--- config.mk ---
export PLATFORM = sky130hd
export DESIGN_NAME = conv_scheduler
export DESIGN_NICKNAME = d
export VERILOG_FILES = /design/src/rtl/conv_pkg.sv /design/src/rtl/conv_tag_delay.sv /design/src/rtl/conv_scheduler.sv
export SDC_FILE = /design/constraint.sdc
export NUM_CORES = 1
export LEC_CHECK = 0
export CAP_MARGIN = 20
export CORE_UTILIZATION = 57
export DETAILED_ROUTE_END_ITERATION = 10
export PLACE_DENSITY_LB_ADDON = 0.25
export SETUP_SLACK_MARGIN = 0.5
export SLEW_MARGIN = 20
export SYNTH_ARGS = -nofsm -noshare
export SYNTH_HDL_FRONTEND = slang
export SYNTH_SLANG_ARGS = --single-unit
export TNS_END_PERCENT = 100
--- constraint.sdc ---
create_clock -name clk -period 4.7 [get_ports clk]
set_clock_uncertainty 0.05 [all_clocks]
set_input_delay 0.705 -clock clk [delete_from_list [all_inputs] [get_ports clk]]
set_output_delay 0.705 -clock clk [all_outputs]
set_load 0.1 [all_outputs]
--- src/rtl/conv_pkg.sv ---
// conv_pkg: shared types and defaults for the convolution scheduler
package conv_pkg;
  localparam int F_DEF = 3;
  localparam int CONV_LAT_DEF = 7;
  localparam int TAG_DIM = 7;
  typedef enum logic [1:0] {IDLE, FEED, DRAIN, DONE} state_t;
  typedef struct packed {
    logic live;
    logic win;
    logic [TAG_DIM-1:0] row;
    logic [TAG_DIM-1:0] col;
  } tag_t;
endpackage

--- src/rtl/conv_tag_delay.sv ---
// conv_tag_delay: fixed-depth shift line carrying read tags alongside the conv pipeline
module conv_tag_delay import conv_pkg::*; #(
  parameter int DEPTH = 1 + CONV_LAT_DEF
) (
  input  logic clk,
  input  logic rst,
  input  tag_t tagIn,
  output tag_t tagOut,
  output logic empty
);
  tag_t stage [DEPTH];
  // shift one slot per cycle; reset flushes every in-flight tag
  always_ff @(posedge clk) begin
    if (rst) begin
      for (int i = 0; i < DEPTH; i++) stage[i] <= '0;
    end else begin
      stage[0] <= tagIn;
      for (int i = 1; i < DEPTH; i++) stage[i] <= stage[i-1];
    end
  end
  // the line is empty once no slot holds a read
  always_comb begin
    empty = 1'b1;
    for (int i = 0; i < DEPTH; i++) empty &= ~stage[i].live;
  end
  assign tagOut = stage[DEPTH-1];
endmodule

--- src/rtl/conv_scheduler.sv ---
// conv_scheduler: raster read sequencer with credit flow control and output tagging
module conv_scheduler import conv_pkg::*; #(
  parameter int DATA_WIDTH = 16,
  parameter int F = F_DEF,
  parameter int DIM_WIDTH = 7,
  parameter int ADDR_WIDTH = 14,
  parameter int CONV_LAT = CONV_LAT_DEF,
  parameter int CREDITS = 8
) (
  input  logic                  clk,
  input  logic                  rst,
  input  logic                  start,
  input  logic [DIM_WIDTH-1:0]  cfg_width,
  input  logic [DIM_WIDTH-1:0]  cfg_height,
  output logic                  mem_rd_en,
  output logic [ADDR_WIDTH-1:0] mem_rd_addr,
  output logic                  conv_valid,
  input  logic                  credit_ret,
  output logic                  out_valid,
  output logic [DIM_WIDTH-1:0]  out_row,
  output logic [DIM_WIDTH-1:0]  out_col,
  output logic                  busy,
  output logic                  done,
  output logic                  credit_err
);
  localparam int CW = $clog2(CREDITS + 1);
  if (DIM_WIDTH > TAG_DIM || DATA_WIDTH < 1) begin : gBadParams
    $error("conv_scheduler: DIM_WIDTH wider than tag fields or bad DATA_WIDTH");
  end
  state_t state, nextState;
  logic [DIM_WIDTH-1:0] r, c, w, h;
  logic [ADDR_WIDTH-1:0] addr;
  logic [CW-1:0] credits;
  logic winComplete, lastPix, take, overflow, drainEmpty;
  tag_t tagIn, tagOut;
  assign winComplete = r >= DIM_WIDTH'(F - 1) && c >= DIM_WIDTH'(F - 1);
  assign lastPix = r == h - 1'b1 && c == w - 1'b1;
  assign take = mem_rd_en && winComplete;
  assign overflow = credit_ret && credits == CW'(CREDITS);
  // next state and read strobe; a complete window may only issue with a credit in hand
  always_comb begin
    nextState = state;
    mem_rd_en = 1'b0;
    case (state)
      IDLE: if (start) nextState = (cfg_width < DIM_WIDTH'(F) || cfg_height < DIM_WIDTH'(F)) ? DONE : FEED;
      FEED: begin
        mem_rd_en = !winComplete || credits != '0;
        if (mem_rd_en && lastPix) nextState = DRAIN;
      end
      DRAIN: if (drainEmpty) nextState = DONE;
      default: nextState = IDLE;
    endcase
  end
  // state, latched geometry and raster position; position moves only on an issued read
  always_ff @(posedge clk) begin
    if (rst) begin
      state <= IDLE;
      r <= '0;
      c <= '0;
      w <= '0;
      h <= '0;
      addr <= '0;
      conv_valid <= 1'b0;
    end else begin
      state <= nextState;
      conv_valid <= mem_rd_en;
      if (state == IDLE && start) begin
        w <= cfg_width;
        h <= cfg_height;
        r <= '0;
        c <= '0;
        addr <= '0;
      end else if (mem_rd_en) begin
        addr <= addr + 1'b1;
        c <= c == w - 1'b1 ? '0 : c + 1'b1;
        r <= c == w - 1'b1 ? r + 1'b1 : r;
      end
    end
  end
  // credits track free downstream FIFO slots; a pop with nothing outstanding is flagged and dropped
  always_ff @(posedge clk) begin
    if (rst) begin
      credits <= CW'(CREDITS);
      credit_err <= 1'b0;
    end else begin
      credits <= credits - CW'(take) + CW'(credit_ret && !overflow);
      credit_err <= credit_err | overflow;
    end
  end
  assign tagIn = '{live: mem_rd_en, win: winComplete,
                   row: TAG_DIM'(r - DIM_WIDTH'(F - 1)), col: TAG_DIM'(c - DIM_WIDTH'(F - 1))};
  conv_tag_delay #(.DEPTH(1 + CONV_LAT)) uTag (
    .clk(clk),
    .rst(rst),
    .tagIn(tagIn),
    .tagOut(tagOut),
    .empty(drainEmpty)
  );
  assign mem_rd_addr = addr;
  assign out_valid = tagOut.live && tagOut.win;
  assign out_row = DIM_WIDTH'(tagOut.row);
  assign out_col = DIM_WIDTH'(tagOut.col);
  assign busy = state == FEED || state == DRAIN;
  assign done = state == DONE;
endmodule

# Word-level counts from Yosys, hierarchy flattened
# Memories as Yosys holds them, arrays and structs flattened.
# Index checks and enable logic that the tools add are counted.
[totals]
romBits = 0
out_inout_bits = 34
latch_bits = 0
memories = 1
reg_bits = 50
ramBits = 128
[mem_list]
columns = ["name", "depth", "word_bits", "read_ports", "rd_clocked_by_memory_dff", "wr", "line", "text"]
rows = [
  ["uTag.stage", 8, 16, 8, 0, 8, "conv_tag_delay.sv:11", "tag_t stage [DEPTH];"],
]
[op_classes]
order_cmp = 4
n_reduce_logical = 18
eq_ne = 9
n_shift = 0
bitwise_logic = 24
mux = 18
n_addsub = 9
mul = 0
div = 0
[ops]
columns = ["op", "n"]
rows = [
  ["2-to-1 mux 16 bit", 8],
  ["adder 14 x 1 -> 14 bit, second input constant", 1],
  ["adder 7 x 1 -> 7 bit, second input constant", 2],
  ["== test 7 bit", 2],
  [">= comparator 7 x 2 -> 1 bit, second input constant", 2],
  ["< comparator 7 x 2 -> 1 bit, second input constant", 2],
  ["subtractor 7 x 1 -> 7 bit, second input constant", 2],
  ["subtractor 7 x 2 -> 7 bit, second input constant", 2],
  ["OR 1 bit", 9],
  ["logical AND 1 bit", 8],
  ["2-to-1 mux 2 bit", 4],
  ["inverter 1 bit", 8],
  ["AND 1 bit", 7],
  ["2-to-1 mux 7 bit", 1],
  ["!= test 2 bit, second input constant", 3],
  ["case mux 2 bit (3 select lines)", 1],
  ["adder 4 x 1 -> 4 bit", 1],
  ["== test 2 bit, second input constant", 2],
  ["== test 4 bit, second input constant", 1],
  ["2-to-1 mux 1 bit", 4],
  ["nonzero test 4 bit", 1],
  ["subtractor 4 x 1 -> 4 bit", 1],
  ["logical OR 1 bit", 3],
  ["AND reduction 3 bit", 1],
  ["5 further kinds", 6],
]

# Longest topological paths before layout
# Gate-level depths: netlist of run 1.
[depth]
word_depth = 10
depth_mapped = 16
mapped_depth_nobuf = 13

# Cells and area by module
# A second synthesis of run 1 with hierarchy kept.
[hier_totals]
cells_unflattened = 671
hier_area_um2 = 6627.6
[by_module_without_submodules]
columns = ["module", "seq_area_each_um2", "n_inst", "area_each_um2", "cells_per_inst"]
rows = [
  ["conv_tag_delay", 2562.5, 1, 3574.7, 289],
  ["conv_scheduler", 1001.0, 1, 3052.9, 382],
]

# Worst setup path before layout of run 1
# No wires, ideal clock.
[synth_timing]
path_type = "reg-to-reg"
start = "reg r[2]"
end = "reg credits[2]"
period_less_slack_ns = 3.603
arrival_time_ns = 3.425
path_stages_with_launch = 17
setup_slack_ns = 1.097
setup_ns = 0.128
n_path_buf = 3
path_cell_list = "dfxtp_1 clkbuf_1 inv_1 ha_1 or3b_4 a2111oi_4 o31ai_2 clkbuf_1 clkbuf_1 nor2_1 ha_1 inv_1 ha_1 inv_1 fa_1 xor2_1 nor2_1"
[synth_between]
elab_chain_len = 8
[synth_lines]
columns = ["item", "line", "text"]
rows = [
  ["start: declaration", "conv_scheduler.sv:31", "logic [DIM_WIDTH-1:0] r, c, w, h;"],
  ["start signal: assignment", "conv_scheduler.sv:76", "r <= c == w - 1'b1 ? r + 1'b1 : r;"],
  [">= comparator 7 x 2 -> 1 bit (*)", "conv_scheduler.sv:36", "assign winComplete = r >= DIM_WIDTH'(F - 1) && c >= DIM_WIDTH'(F - 1);"],
  ["logical AND 1 bit (*)", "conv_scheduler.sv:36", ""],
  ["zero test 1 bit", "conv_scheduler.sv:47", "mem_rd_en = !winComplete || credits != '0;"],
  ["logical OR 1 bit", "conv_scheduler.sv:47", ""],
  ["2-to-1 mux 1 bit", "conv_scheduler.sv:44", "case (state)"],
  ["logical AND 1 bit (*)", "conv_scheduler.sv:38", "assign take = mem_rd_en && winComplete;"],
  ["subtractor 4 x 1 -> 4 bit (*)", "conv_scheduler.sv:86", "credits <= credits - CW'(take) + CW'(credit_ret && !overflow);"],
  ["adder 4 x 1 -> 4 bit (*)", "conv_scheduler.sv:86", ""],
  ["end signal: assignment", "conv_scheduler.sv:83", "credits <= CW'(CREDITS);"],
  ["end signal: assignment", "conv_scheduler.sv:86", ""],
  ["end: declaration", "conv_scheduler.sv:33", "logic [CW-1:0] credits;"],
]
# Every way passes the cells marked *; elsewhere a longest branch is shown, timed or not.
# A chain may end at the register's enable or synchronous reset.

# Worst setup path in the final report of run 1
[layout_timing]
start = "reg c[2]"
end = "out mem_rd_en"
[layout_between]
elab_chain_len = 5
[layout_lines]
columns = ["item", "line", "text"]
rows = [
  ["start: declaration", "conv_scheduler.sv:31", ""],
  ["start signal: assignment", "conv_scheduler.sv:75", "c <= c == w - 1'b1 ? '0 : c + 1'b1;"],
  [">= comparator 7 x 2 -> 1 bit", "conv_scheduler.sv:36", ""],
  ["logical AND 1 bit", "conv_scheduler.sv:36", ""],
  ["zero test 1 bit", "conv_scheduler.sv:47", ""],
  ["logical OR 1 bit", "conv_scheduler.sv:47", ""],
  ["2-to-1 mux 1 bit", "conv_scheduler.sv:44", ""],
  ["end: declaration", "conv_scheduler.sv:15", "output logic mem_rd_en,"],
]
# No other way between the ends.

==> impl_metrics.prom, run 1 <==
# TYPE chip_impl_metric gauge
chip_impl_metric{name="final.fill_count",unit=""} 859
chip_impl_metric{name="grt_overflow_total",unit=""} 0
chip_impl_metric{name="synth.lib_cells_used.distinct",unit=""} 52
chip_impl_metric{name="clock_pin_slew_of_the_registers_on_the_worst_case_setup_and_hold_paths",unit="ns"} 0.06
chip_impl_info{name="yosys.cell_count.top_type",value="sky130_fd_sc_hd__dfxtp_1"} 1
chip_impl_info{name="status",value="finished, final reports clean"} 1
chip_impl_metric{name="final.setup.tns",unit="ns"} 0
chip_impl_metric{name="drt_drc_violations_left",unit=""} 0
chip_impl_metric{name="ioPinCount",unit=""} 52
chip_impl_metric{name="tightest_slew",unit="ns"} 0.9931
chip_impl_metric{name="initial_antenna_violation_count",unit=""} 0
chip_impl_info{name="rsz0062_at_grt",value="false"} 1
chip_impl_metric{name="synth.cell_area",unit="um^2"} 6614
chip_impl_metric{name="initial_cell_density_of_the_core",unit=""} 0.5970
chip_impl_metric{name="timing.critical_path.required",unit="ns"} 3.94
chip_impl_metric{name="ys_ff_latch",unit=""} 177
chip_impl_metric{name="p_per_area",unit="nW/um^2"} 465.8
chip_impl_metric{name="clock_tree.htree_level_count",unit=""} 4
chip_impl_metric{name="route.detailed.vias_per_inst",unit=""} 5.137
chip_impl_metric{name="period_minus_slack",unit="ns"} 3.860
chip_impl_metric{name="finalMaxSlewViolations",unit=""} 0
chip_impl_info{name="synth.top_cells.by_area",value="sky130_fd_sc_hd__dfxtp_1 (54%), sky130_fd_sc_hd__nor2b_1 (11%), sky130_fd_sc_hd__ha_1 (4.0%)"} 1
chip_impl_info{name="ys.flop_type",value="sky130_fd_sc_hd__dfxtp_1"} 1
chip_impl_metric{name="power.static_leakage",unit="nW"} 2.924
chip_impl_metric{name="drtPass1Iterations",unit=""} 5
chip_impl_metric{name="drv_cap",unit=""} 0
chip_impl_metric{name="grt_pass1_vias",unit=""} 4044
chip_impl_metric{name="cp.arrival",unit="ns"} 3.10
chip_impl_metric{name="total_setup_violations_reported_at_the_end_of_the_flow",unit=""} 0
chip_impl_metric{name="holdBufCountCts",unit=""} 0
chip_impl_metric{name="std_cell_rows",unit=""} 38
chip_impl_metric{name="port-buffer-count",unit=""} 51
chip_impl_metric{name="groute.usage.overall",unit=""} 0.1906
chip_impl_metric{name="synth.yosys.seq_area_share",unit=""} 0.5358
chip_impl_metric{name="route.detailed.wl_per_inst",unit="um"} 12.47
chip_impl_metric{name="n_antenna_cell",unit=""} 0
chip_impl_metric{name="synth-edff-count",unit=""} 0
chip_impl_metric{name="clock-sinks",unit=""} 177
chip_impl_metric{name="clockBufferDepth",unit=""} 2
chip_impl_metric{name="finalNetCount",unit=""} 729
chip_impl_metric{name="post-cts-setup-buffers",unit=""} 0
chip_impl_metric{name="synth_cells",unit=""} 670
chip_impl_metric{name="postCtsResizedCells",unit=""} 0
chip_impl_metric{name="dieArea",unit="um^2"} 12040
chip_impl_metric{name="fp.dieH",unit="um"} 109.7
chip_impl_info{name="path_class",value="reg -> out"} 1
chip_impl_metric{name="dp_hpwl",unit="um"} 6814
chip_impl_info{name="worst_hold_path_type",value="reg -> reg"} 1
chip_impl_info{name="startpoint_type",value="flop"} 1
chip_impl_metric{name="syn2layout_area_growth",unit="%"} 15.19
chip_impl_metric{name="synth_fp_nets",unit=""} 710
chip_impl_metric{name="dpl_worst_slack",unit="ns"} 1.346
chip_impl_info{name="worst_setup_path_end_kind",value="output pin"} 1
chip_impl_info{name="root_buffer",value="sky130_fd_sc_hd__clkbuf_16"} 1
chip_impl_metric{name="syn_area_per_cell",unit="um^2"} 9.871
chip_impl_metric{name="vias",unit=""} 4325
chip_impl_metric{name="ys.warnings.count",unit=""} 0
chip_impl_metric{name="totalWireLength",unit="um"} 10500
chip_impl_metric{name="period_share",unit=""} 0.8213
chip_impl_metric{name="first_iter_violations",unit=""} 210
chip_impl_metric{name="irDropWorstVdd",unit="uV"} 384.5
chip_impl_info{name="biggest_area_consumer_among_synthesized_cells",value="sky130_fd_sc_hd__dfxtp_1"} 1
chip_impl_metric{name="grt_pass1_wl",unit="um"} 17720
chip_impl_metric{name="grt_max_degree",unit=""} 107
chip_impl_metric{name="overall_die_width",unit="um"} 109.7
chip_impl_metric{name="fraction_of_final_layout_cells_with_drive_strength_greater_than_1",unit=""} 0.06410
chip_impl_metric{name="gp_congestion",unit=""} 0.7844
chip_impl_metric{name="synth_top_cell_area_share",unit=""} 0.5358
chip_impl_metric{name="worstSkewPairLatency",unit="ns"} 0.41
chip_impl_metric{name="floorplan.core_area",unit="um^2"} 11080
chip_impl_info{name="synthTopCellsByCount",value="sky130_fd_sc_hd__dfxtp_1 (177), sky130_fd_sc_hd__nor2b_1 (113), sky130_fd_sc_hd__nand2_1 (49)"} 1
chip_impl_metric{name="timing.final.ws_setup",unit="ns"} 0.8400
chip_impl_info{name="tritoncts",value="done"} 1
chip_impl_metric{name="hold_viol",unit=""} 0
chip_impl_metric{name="max-slew-margin-rel",unit=""} 0.3359
chip_impl_metric{name="numCtsBuffers",unit=""} 17
chip_impl_metric{name="ant_nets",unit=""} 0
chip_impl_metric{name="max_freq",unit="MHz"} 259.1
chip_impl_metric{name="crit_path_max_fanout",unit=""} 32
chip_impl_metric{name="postSynth.asyncResetShare",unit=""} 0
-- path summary, 6_finish.rpt --
| path | from | endpoint | slack [ns] | depth (start not counted) |
|---|---|---|---|---|
| worst min register to register | uTag.stage[5][1] | uTag.stage[6][1] | 0.38 | 1 |
| worst max-delay path | c[2] | mem_rd_en | 0.84 | 8 |
| worst min-delay path | uTag.stage[5][1] | uTag.stage[6][1] | 0.38 | 1 |
| worst max register to register | c[2] | credits[2] | 1.35 | 13 |
-- worst max-delay path, cell delays in order (launching register included) --
cell                        delay [ns]
sky130_fd_sc_hd__dfxtp_1          0.41
sky130_fd_sc_hd__inv_1            0.21
sky130_fd_sc_hd__ha_1             0.21
sky130_fd_sc_hd__or3b_4           0.42
sky130_fd_sc_hd__a2111oi_4        0.50
sky130_fd_sc_hd__o31ai_4          0.13
sky130_fd_sc_hd__buf_4            0.25
sky130_fd_sc_hd__inv_1            0.21
sky130_fd_sc_hd__buf_4            0.33
-- cell usage in the layout, fill, tap and decap left out, types with 17 or more instances in the layout --
master / instances
sky130_fd_sc_hd__clkbuf_16: 17
sky130_fd_sc_hd__a21oi_1: 31
sky130_fd_sc_hd__nand2_1: 49
sky130_fd_sc_hd__ha_1: 21
sky130_fd_sc_hd__nor2b_1: 113
sky130_fd_sc_hd__xnor2_1: 23
sky130_fd_sc_hd__clkdlybuf4s50_1: 49
sky130_fd_sc_hd__nor2_1: 41
sky130_fd_sc_hd__dfxtp_1: 177
sky130_fd_sc_hd__inv_1: 23
-- per-layer routing --
metal  vias to the layer above  share of wire  global-route usage
li1                       2226              -                   -
met1                      2014           0.46              0.2163
met2                        77           0.50              0.3369
met3                         8          0.035             0.05987
met4                         0         0.0091             0.06571
met5                         -              0                   0
-- kinds of logic after synthesis --
logic type      share of synthesized area
flops                              0.5358
compound gates                    0.07870
buf+inv                           0.05373
mux                              0.006054
fa+ha+maj                         0.04275
xor+xnor                          0.04843
simple gates                       0.2346
-- report_power, final --
part | total, mW | switching [mW] | internal (mW) | leakage [nW]
sequential | 1.63 | 0.0581 | 1.57 | 1.44
combinational | 0.597 | 0.393 | 0.204 | 1.21
clock | 1.33 | 0.562 | 0.765 | 0.277
total | 3.55 | 1.01 | 2.54 | 2.92
-- sequential cells by signal (all words and copies together), names as in the netlist --
| name | flops |
|---|---|
| credits | 4 |
| h | 7 |
| mem_rd_addr | 14 |
| credit_err | 1 |
| state | 2 |
| r | 7 |
| c | 7 |
| w | 7 |
| uTag.stage | 128 |
-- area by class of cell --
type,instances,area (um^2),share of cell area
inverter,23,86.33,0.01133
clock buffer,22,464.2,0.06093
timing repair buffer,53,520.5,0.06832
clock inverter,10,102.6,0.01347
sequential,177,3543,0.4651
multi-input combinational,417,2726,0.3579
tap,140,175.2,0.02299
-- metrics by stage --
stage | total power, mW | cell area, um^2 | hold WS, ns | instances | util
2_1_floorplan | 2.127 | 6614 | 0.3638 | 670 | -
3_5_place_dp | 2.252 | 7049 | 0.3704 | 810 | 0.6363
3_3_place_gp | 2.229 | 7049 | 0.3659 | 810 | 0.6363
6_report | 3.549 | 7619 | 0.3808 | 842 | 0.6877
5_1_grt | 3.693 | 7619 | 0.3964 | 842 | 0.6877
4_1_cts | 3.574 | 7616 | 0.3832 | 842 | 0.6875
Note: power is estimated with default switching activity, not from simulation.
==> inputs of run 2 (changes only) <==
--- a/config.mk
+++ b/config.mk
@@ -6,7 +6,7 @@
 export NUM_CORES = 1
 export LEC_CHECK = 0
 export CAP_MARGIN = 20
-export CORE_UTILIZATION = 57
+export CORE_UTILIZATION = 52
 export DETAILED_ROUTE_END_ITERATION = 10
 export PLACE_DENSITY_LB_ADDON = 0.25
 export SETUP_SLACK_MARGIN = 0.5
==> constraint.sdc (replaced) <==
create_clock -name clk -period 3.2 [get_ports clk]
set_clock_uncertainty 0.05 [all_clocks]
set_input_delay 0.48 -clock clk [delete_from_list [all_inputs] [get_ports clk]]
set_output_delay 0.48 -clock clk [all_outputs]
set_load 0.1 [all_outputs]
==> run 2 against run 1 <==
Compared with the run above: sequential cell count unchanged; clock power up 44%; routed wire length up 12%; critical endpoint unchanged.
==> impl_metrics.prom, run 2 (synthesis gave the netlist of run 1 again) <==
# TYPE chip_impl_metric gauge
chip_impl_info{name="status",value="finished, final reports clean"} 1
chip_impl_metric{name="p_per_area",unit="nW/um^2"} 673.1
chip_impl_info{name="cell_type_with_the_highest_occurrence_count_on_the_critical_path",value="sky130_fd_sc_hd__buf_12"} 1
chip_impl_metric{name="max_freq",unit="MHz"} 358.5
chip_impl_metric{name="grt_pass1_wl",unit="um"} 18290
chip_impl_metric{name="port-buffer-count",unit=""} 51
chip_impl_metric{name="fraction_of_final_layout_cells_with_drive_strength_greater_than_1",unit=""} 0.1728
chip_impl_metric{name="gp_congestion",unit=""} 0.7756
chip_impl_info{name="rsz0062_at_grt",value="true"} 1
chip_impl_metric{name="numCtsBuffers",unit=""} 17
chip_impl_metric{name="crit_path_max_fanout",unit=""} 3
chip_impl_metric{name="final.setup.tns",unit="ns"} 0
chip_impl_metric{name="cp.arrival",unit="ns"} 2.26
chip_impl_metric{name="first_iter_violations",unit=""} 307
chip_impl_metric{name="fp.dieH",unit="um"} 114.8
chip_impl_metric{name="timing.critical_path.required",unit="ns"} 2.67
chip_impl_metric{name="grt_use_met2",unit=""} 0.3055
chip_impl_metric{name="totalWireLength",unit="um"} 11780
chip_impl_metric{name="clock_tree.htree_level_count",unit=""} 4
chip_impl_metric{name="drv_cap",unit=""} 0
chip_impl_metric{name="n_antenna_cell",unit=""} 0
chip_impl_info{name="root_buffer",value="sky130_fd_sc_hd__clkbuf_16"} 1
chip_impl_metric{name="holdBufCountCts",unit=""} 0
chip_impl_info{name="path_class",value="reg -> out"} 1
chip_impl_metric{name="dieArea",unit="um^2"} 13170
chip_impl_metric{name="path_buf_inv",unit=""} 4
chip_impl_info{name="final_cell_mix",value="sky130_fd_sc_hd__dfxtp_1 (170), sky130_fd_sc_hd__nor2b_1 (113), sky130_fd_sc_hd__nand2_1 (49)"} 1
chip_impl_metric{name="largest_reg_flops",unit=""} 128
chip_impl_metric{name="initial_cell_density_of_the_core",unit=""} 0.5416
chip_impl_info{name="min-delay-start",value="uTag.stage[2][9]"} 1
chip_impl_metric{name="power.static_leakage",unit="nW"} 3.142
chip_impl_metric{name="r2r.worst_path.cells",unit=""} 12
chip_impl_metric{name="route.detailed.wl_per_inst",unit="um"} 13.13
chip_impl_metric{name="final.fill_count",unit=""} 952
chip_impl_metric{name="clock_pin_slew_of_the_registers_on_the_worst_case_setup_and_hold_paths",unit="ns"} 0.06
chip_impl_metric{name="max_stage_delay",unit="ns"} 0.40
chip_impl_metric{name="initial_antenna_violation_count",unit=""} 0
chip_impl_metric{name="finalMaxSlewViolations",unit=""} 0
chip_impl_metric{name="clockBufferDepth",unit=""} 2
chip_impl_metric{name="tightest_slew",unit="ns"} 0.9647
chip_impl_metric{name="syn2layout_area_growth",unit="%"} 21.45
chip_impl_metric{name="global_route.usage.met1",unit=""} 0.2090
chip_impl_info{name="regToRegEndpoint",value="credits[1]"} 1
chip_impl_metric{name="hold_path_depth",unit=""} 1
chip_impl_metric{name="grt.met3_usage",unit=""} 0.05851
chip_impl_metric{name="route.detailed.vias_per_inst",unit=""} 5.000
chip_impl_metric{name="groute.usage.overall",unit=""} 0.1800
chip_impl_metric{name="hold_viol",unit=""} 0
chip_impl_metric{name="power",unit="mW"} 5.406
chip_impl_info{name="startpoint_type",value="flop"} 1
chip_impl_metric{name="dp_hpwl",unit="um"} 6908
chip_impl_metric{name="irDropWorstVdd",unit="uV"} 585.3
chip_impl_info{name="timing.critical_path.cells",value="clkinv_4, ha_4, or3b_4, a2111oi_4, o31ai_4, buf_12, clkinvlp_4, buf_12"} 1
chip_impl_metric{name="std_cell_rows",unit=""} 40
chip_impl_metric{name="overall_die_width",unit="um"} 114.8
chip_impl_metric{name="grt_overflow_total",unit=""} 0
chip_impl_metric{name="max-slew-margin-rel",unit=""} 0.3549
chip_impl_info{name="timing.rr.start",value="r[2]"} 1
chip_impl_info{name="mostFrequentLayoutCell",value="sky130_fd_sc_hd__dfxtp_1"} 1
chip_impl_metric{name="total_setup_violations_reported_at_the_end_of_the_flow",unit=""} 0
chip_impl_metric{name="grt_pass1_vias",unit=""} 4105
chip_impl_metric{name="floorplan.core_area",unit="um^2"} 12210
chip_impl_metric{name="grt_max_degree",unit=""} 99
chip_impl_metric{name="post_layout_nonfiller_instances",unit=""} 897
chip_impl_metric{name="worstSkewPairLatency",unit="ns"} 0.42
chip_impl_info{name="worst_hold_path_type",value="reg -> reg"} 1
chip_impl_metric{name="fin_util",unit=""} 0.6578
chip_impl_info{name="grt.busiest_layer",value="met2"} 1
chip_impl_metric{name="finalNetCount",unit=""} 757
chip_impl_metric{name="period_share",unit=""} 0.8717
chip_impl_metric{name="vias",unit=""} 4485
chip_impl_metric{name="ant_nets",unit=""} 0
chip_impl_info{name="timing.critical_path.slowest_stage_cell",value="sky130_fd_sc_hd__or3b_4"} 1
chip_impl_metric{name="rrSetupSlack",unit="ns"} 0.46
chip_impl_info{name="worst_setup_path_end_kind",value="output pin"} 1
chip_impl_metric{name="ioPinCount",unit=""} 52
chip_impl_info{name="worst_hold_path.endpoint",value="uTag.stage[3][9]"} 1
chip_impl_info{name="top_register",value="uTag.stage"} 1
chip_impl_metric{name="drt_drc_violations_left",unit=""} 0
chip_impl_info{name="tritoncts",value="done"} 1
chip_impl_info{name="critical_path.top_delay_family",value="compound AO/OA/AOI/OAI gates"} 1
chip_impl_metric{name="period_minus_slack",unit="ns"} 2.789
chip_impl_metric{name="drtPass1Iterations",unit=""} 4
chip_impl_metric{name="dpl.cell_count",unit=""} 842
chip_impl_metric{name="clock-sinks",unit=""} 177
## run 2: cell count changes in the layout (fill, tap and decap cells not counted), moves of 4 or more
cell                              change
sky130_fd_sc_hd__ha_4                 +5
sky130_fd_sc_hd__nor4_1               -5
sky130_fd_sc_hd__clkdlybuf4s50_1     -21
sky130_fd_sc_hd__buf_4               +43
sky130_fd_sc_hd__inv_6                +4
sky130_fd_sc_hd__dfxtp_2              +4
sky130_fd_sc_hd__inv_1                -8
sky130_fd_sc_hd__nor4_2               +5
sky130_fd_sc_hd__dfxtp_1              -7
sky130_fd_sc_hd__ha_1                 -6
## run 2: how the worst max path moves through the flow
stage / start / end / slack [ns] / cells past startpoint
6_report: r[2] / mem_rd_en / 0.41 / 8
5_1_grt: r[1] / mem_rd_en / 0.35 / 8
4_1_cts: c[2] / credits[1] / 0.30 / 13
3_5_place_dp: r[2] / credits[2] / 0.23 / 13
3_3_place_gp: r[2] / credits[1] / 0.30 / 12
2_1_floorplan: c[2] / credits[1] / 0.16 / 15
## run 2: routing by layer
metal  wire, um  vias to the layer above
met5          0                        -
met4        189                        0
met3        527                       15
met2       5796                       87
met1       5261                     2099
li1           -                     2284
## run 2: through the flow
step / setup WS [ns] / hold WS, ns / area [um^2]
2_1_floorplan: 0.1624 / 0.3638 / 6703
3_3_place_gp: 0.3043 / 0.3666 / 7118
3_5_place_dp: 0.2310 / 0.3704 / 7118
4_1_cts: 0.2969 / 0.3836 / 7873
5_1_grt: 0.3502 / 0.3966 / 8033
6_report: 0.4106 / 0.3807 / 8033
## run 2: layout make-up
class,instances,area [um^2],area share
flip-flops and latches,177,3560,0.4431
multi-input cells,417,2841,0.3537
repair buffers,81,757.0,0.09424
clock buffers,20,466.7,0.05810
well taps,168,210.2,0.02617
inverters,23,105.1,0.01308
clock inverters,11,92.59,0.01153
## run 2: repair_timing
action / 4_1_cts / 5_1_grt
cloned: 1 / 1
setup buffers: 14 / 8
pin swaps: 16 / 10
setup endpoints to repair: 11 / 22
resized for setup: 18 / 20
## run 2: where the power goes
part	switching (mW)	internal (mW)
clock	0.853	1.07
combinational	0.645	0.456
sequential	0.0799	2.30
total	1.58	3.83
==> inputs of run 3 (changes only) <==
--- a/config.mk
+++ b/config.mk
@@ -6,7 +6,7 @@
 export NUM_CORES = 1
 export LEC_CHECK = 0
 export CAP_MARGIN = 20
-export CORE_UTILIZATION = 52
+export CORE_UTILIZATION = 44
 export DETAILED_ROUTE_END_ITERATION = 10
 export PLACE_DENSITY_LB_ADDON = 0.25
 export SETUP_SLACK_MARGIN = 0.5
==> run 3 against run 2 <==
Compared with the run above: register-to-register slack better by 0.03 ns; global-route usage down 2.7 points; via count is 2.6% lower; cell count up 1.3%; core utilization shrank 11 points; sequential cell count stayed put; hold slack improved by 0.00072 ns; critical endpoint unchanged; largest cell class unchanged; largest power group unchanged; highest routed layer unchanged.
==> impl_metrics.prom, run 3 (synthesis gave the netlist of run 1 again) <==
# TYPE chip_impl_metric gauge
chip_impl_metric{name="groute.usage.overall",unit=""} 0.1529
chip_impl_metric{name="power.static_leakage",unit="nW"} 3.138
chip_impl_metric{name="timing.critical_path.required",unit="ns"} 2.67
chip_impl_metric{name="dieArea",unit="um^2"} 15530
chip_impl_metric{name="fraction_of_final_layout_cells_with_drive_strength_greater_than_1",unit=""} 0.1614
chip_impl_info{name="timing.critical_path.slowest_stage_cell",value="sky130_fd_sc_hd__or3b_4"} 1
chip_impl_metric{name="syn2layout_area_growth",unit="%"} 21.47
chip_impl_metric{name="clockBufferDepth",unit=""} 2
chip_impl_metric{name="fp.dieH",unit="um"} 124.6
chip_impl_metric{name="drtPass1Iterations",unit=""} 4
chip_impl_metric{name="grt_pass1_vias",unit=""} 4202
chip_impl_metric{name="seqPwrFrac",unit=""} 0.431
chip_impl_metric{name="internal_power",unit="mW"} 3.850
chip_impl_metric{name="swShare",unit=""} 0.3031
chip_impl_metric{name="std_cell_rows",unit=""} 44
chip_impl_metric{name="route.detailed.wl_per_inst",unit="um"} 12.13
chip_impl_info{name="cell_type_with_the_highest_occurrence_count_on_the_critical_path",value="sky130_fd_sc_hd__buf_12"} 1
chip_impl_metric{name="sw_pwr",unit="mW"} 1.675
chip_impl_metric{name="gp_congestion",unit=""} 0.8121
chip_impl_info{name="rsz0062_at_grt",value="true"} 1
chip_impl_metric{name="dp_hpwl",unit="um"} 6731
chip_impl_metric{name="path_buf_inv",unit=""} 5
chip_impl_metric{name="tightest_slew",unit="ns"} 0.9661
chip_impl_metric{name="grt_overflow_total",unit=""} 0
chip_impl_metric{name="largest_reg_flops",unit=""} 128
chip_impl_metric{name="port-buffer-count",unit=""} 51
chip_impl_metric{name="share_clk_of_total_power",unit=""} 0.383
chip_impl_metric{name="initial_cell_density_of_the_core",unit=""} 0.4533
chip_impl_metric{name="irDropWorstVdd",unit="uV"} 491.1
chip_impl_metric{name="max_stage_delay",unit="ns"} 0.39
chip_impl_metric{name="max_freq",unit="MHz"} 364.3
chip_impl_metric{name="period_share",unit=""} 0.8578
chip_impl_metric{name="power.share.combinational",unit=""} 0.187
chip_impl_metric{name="p_per_area",unit="nW/um^2"} 687.8
chip_impl_metric{name="n_antenna_cell",unit=""} 0
chip_impl_metric{name="totalWireLength",unit="um"} 11020
chip_impl_metric{name="clock_pin_slew_of_the_registers_on_the_worst_case_setup_and_hold_paths",unit="ns"} 0.07
chip_impl_info{name="tritoncts",value="done"} 1
chip_impl_metric{name="drv_cap",unit=""} 0
chip_impl_metric{name="post_layout_nonfiller_instances",unit=""} 909
chip_impl_metric{name="finalMaxSlewViolations",unit=""} 0
chip_impl_metric{name="first_iter_violations",unit=""} 237
chip_impl_info{name="critical_path.top_delay_family",value="buffers and inverters"} 1
chip_impl_metric{name="overall_die_width",unit="um"} 124.6
chip_impl_metric{name="grt.met3_usage",unit=""} 0.05241
chip_impl_metric{name="drt_drc_violations_left",unit=""} 0
chip_impl_info{name="worst_setup_path_end_kind",value="output pin"} 1
chip_impl_metric{name="ant_nets",unit=""} 0
chip_impl_info{name="grt.busiest_layer",value="met2"} 1
chip_impl_metric{name="hold_viol",unit=""} 0
chip_impl_metric{name="dpl.cell_count",unit=""} 856
chip_impl_metric{name="cp.arrival",unit="ns"} 2.21
chip_impl_info{name="root_buffer",value="sky130_fd_sc_hd__clkbuf_16"} 1
chip_impl_metric{name="max-slew-margin-rel",unit=""} 0.3539
chip_impl_metric{name="clock_tree.htree_level_count",unit=""} 4
chip_impl_info{name="final_cell_mix",value="sky130_fd_sc_hd__dfxtp_1 (171), sky130_fd_sc_hd__nor2b_1 (113), sky130_fd_sc_hd__nand2_1 (49)"} 1
chip_impl_metric{name="final.setup.tns",unit="ns"} 0
chip_impl_info{name="top_register",value="uTag.stage"} 1
chip_impl_info{name="worst_hold_path_type",value="reg -> reg"} 1
chip_impl_metric{name="route.detailed.vias_per_inst",unit=""} 4.804
chip_impl_metric{name="worstSkewPairLatency",unit="ns"} 0.43
chip_impl_info{name="path_class",value="reg -> out"} 1
chip_impl_metric{name="ioPinCount",unit=""} 52
chip_impl_metric{name="initial_antenna_violation_count",unit=""} 0
chip_impl_metric{name="grt_use_met2",unit=""} 0.2489
chip_impl_metric{name="finalNetCount",unit=""} 752
chip_impl_metric{name="grt_max_degree",unit=""} 151
chip_impl_metric{name="total_setup_violations_reported_at_the_end_of_the_flow",unit=""} 0
chip_impl_metric{name="grt_pass1_wl",unit="um"} 19140
chip_impl_metric{name="numCtsBuffers",unit=""} 17
chip_impl_metric{name="global_route.usage.met1",unit=""} 0.1794
chip_impl_info{name="mostFrequentLayoutCell",value="sky130_fd_sc_hd__dfxtp_1"} 1
chip_impl_metric{name="crit_path_max_fanout",unit=""} 3
chip_impl_metric{name="floorplan.core_area",unit="um^2"} 14590
chip_impl_info{name="startpoint_type",value="flop"} 1
chip_impl_info{name="timing.critical_path.cells",value="clkinv_4, ha_4, or3b_4, a2111oi_4, buf_4, o31ai_4, buf_12, clkinvlp_4, buf_12"} 1
chip_impl_metric{name="vias",unit=""} 4367
chip_impl_metric{name="clock-sinks",unit=""} 177
chip_impl_metric{name="period_minus_slack",unit="ns"} 2.745
chip_impl_info{name="status",value="finished, final reports clean"} 1
-- run 3: cell types whose count changed in the layout (fill, tap and decap cells not counted), moves of 3 or more --
cell	previous run	this run
sky130_fd_sc_hd__clkinv_8	0	7
sky130_fd_sc_hd__nor4_1	5	10
sky130_fd_sc_hd__nor4_2	5	0
sky130_fd_sc_hd__clkbuf_8	3	0
-- run 3: through the flow --
stage,setup WS [ns],util,power [mW],cell area [um^2],hold slack [ns]
floorplan,0.1624,-,3.153,6703,0.3638
global placement,0.2985,0.4889,3.301,7133,0.3667
detailed placement,0.2259,0.4889,3.329,7133,0.3704
CTS,0.3453,0.5466,5.583,7974,0.3816
global route,0.3735,0.5507,5.797,8034,0.3913
finish,0.4550,0.5507,5.525,8034,0.3814
-- run 3: power groups by stage --
stage                     Clock (mW)  Sequential [mW]  Combinational, mW
final                           2.11             2.38               1.03
after global routing            2.28             2.39               1.13
after CTS                       2.18             2.38               1.03
after detailed placement           0             2.43              0.898
after global placement             0             2.43              0.875
after floorplan                    0             2.46              0.688
-- run 3: layer usage --
layer	vias to the layer above	routed length (um)	part of all wire
li1	2277	-	-
met4	0	248	0.022
met3	22	436	0.040
met5	-	0	0
met1	1995	5140	0.47
met2	73	5197	0.47
-- run 3: final timing paths --
kind	cells after the start	slack (ns)	end	start
setup / recovery	9	0.46	mem_rd_en	c[2]
hold reg to reg	1	0.38	uTag.stage[6][6]	uTag.stage[5][6]
setup reg to reg	13	0.49	credits[1]	c[2]
hold / removal	1	0.38	uTag.stage[6][6]	uTag.stage[5][6]
-- run 3: worst reg2reg max path, cell delays in order (launching register included) --
cell                        delay (ns)
sky130_fd_sc_hd__dfxtp_4          0.35
sky130_fd_sc_hd__clkinv_4         0.05
sky130_fd_sc_hd__ha_4             0.11
sky130_fd_sc_hd__or3b_4           0.39
sky130_fd_sc_hd__a2111oi_4        0.19
sky130_fd_sc_hd__buf_4            0.20
sky130_fd_sc_hd__o31ai_4          0.10
sky130_fd_sc_hd__nor2_2           0.17
sky130_fd_sc_hd__ha_4             0.21
sky130_fd_sc_hd__inv_2            0.06
sky130_fd_sc_hd__ha_4             0.13
sky130_fd_sc_hd__inv_2            0.04
sky130_fd_sc_hd__fa_2             0.50
sky130_fd_sc_hd__nor2_1           0.04
-- run 3: what timing repair did --
item | CTS | global route
pin swaps | 14 | 11
hold buffers | 0 | 0
gates resized for setup | 17 | 10
cloned | 1 | 0
setup buffers | 16 | 4
endpoints found under the setup margin | 11 | 15
endpoints found under the hold margin | 0 | 0
-- run 3: area by class of cell --
cell class	count	area, um^2
clock buffer	17	425.4
timing repair buffer	76	700.7
clock inverter	15	211.5
fill	1236	6555
multi-input combinational	417	2805
inverter	23	100.1
sequential	177	3561
tap	184	230.2
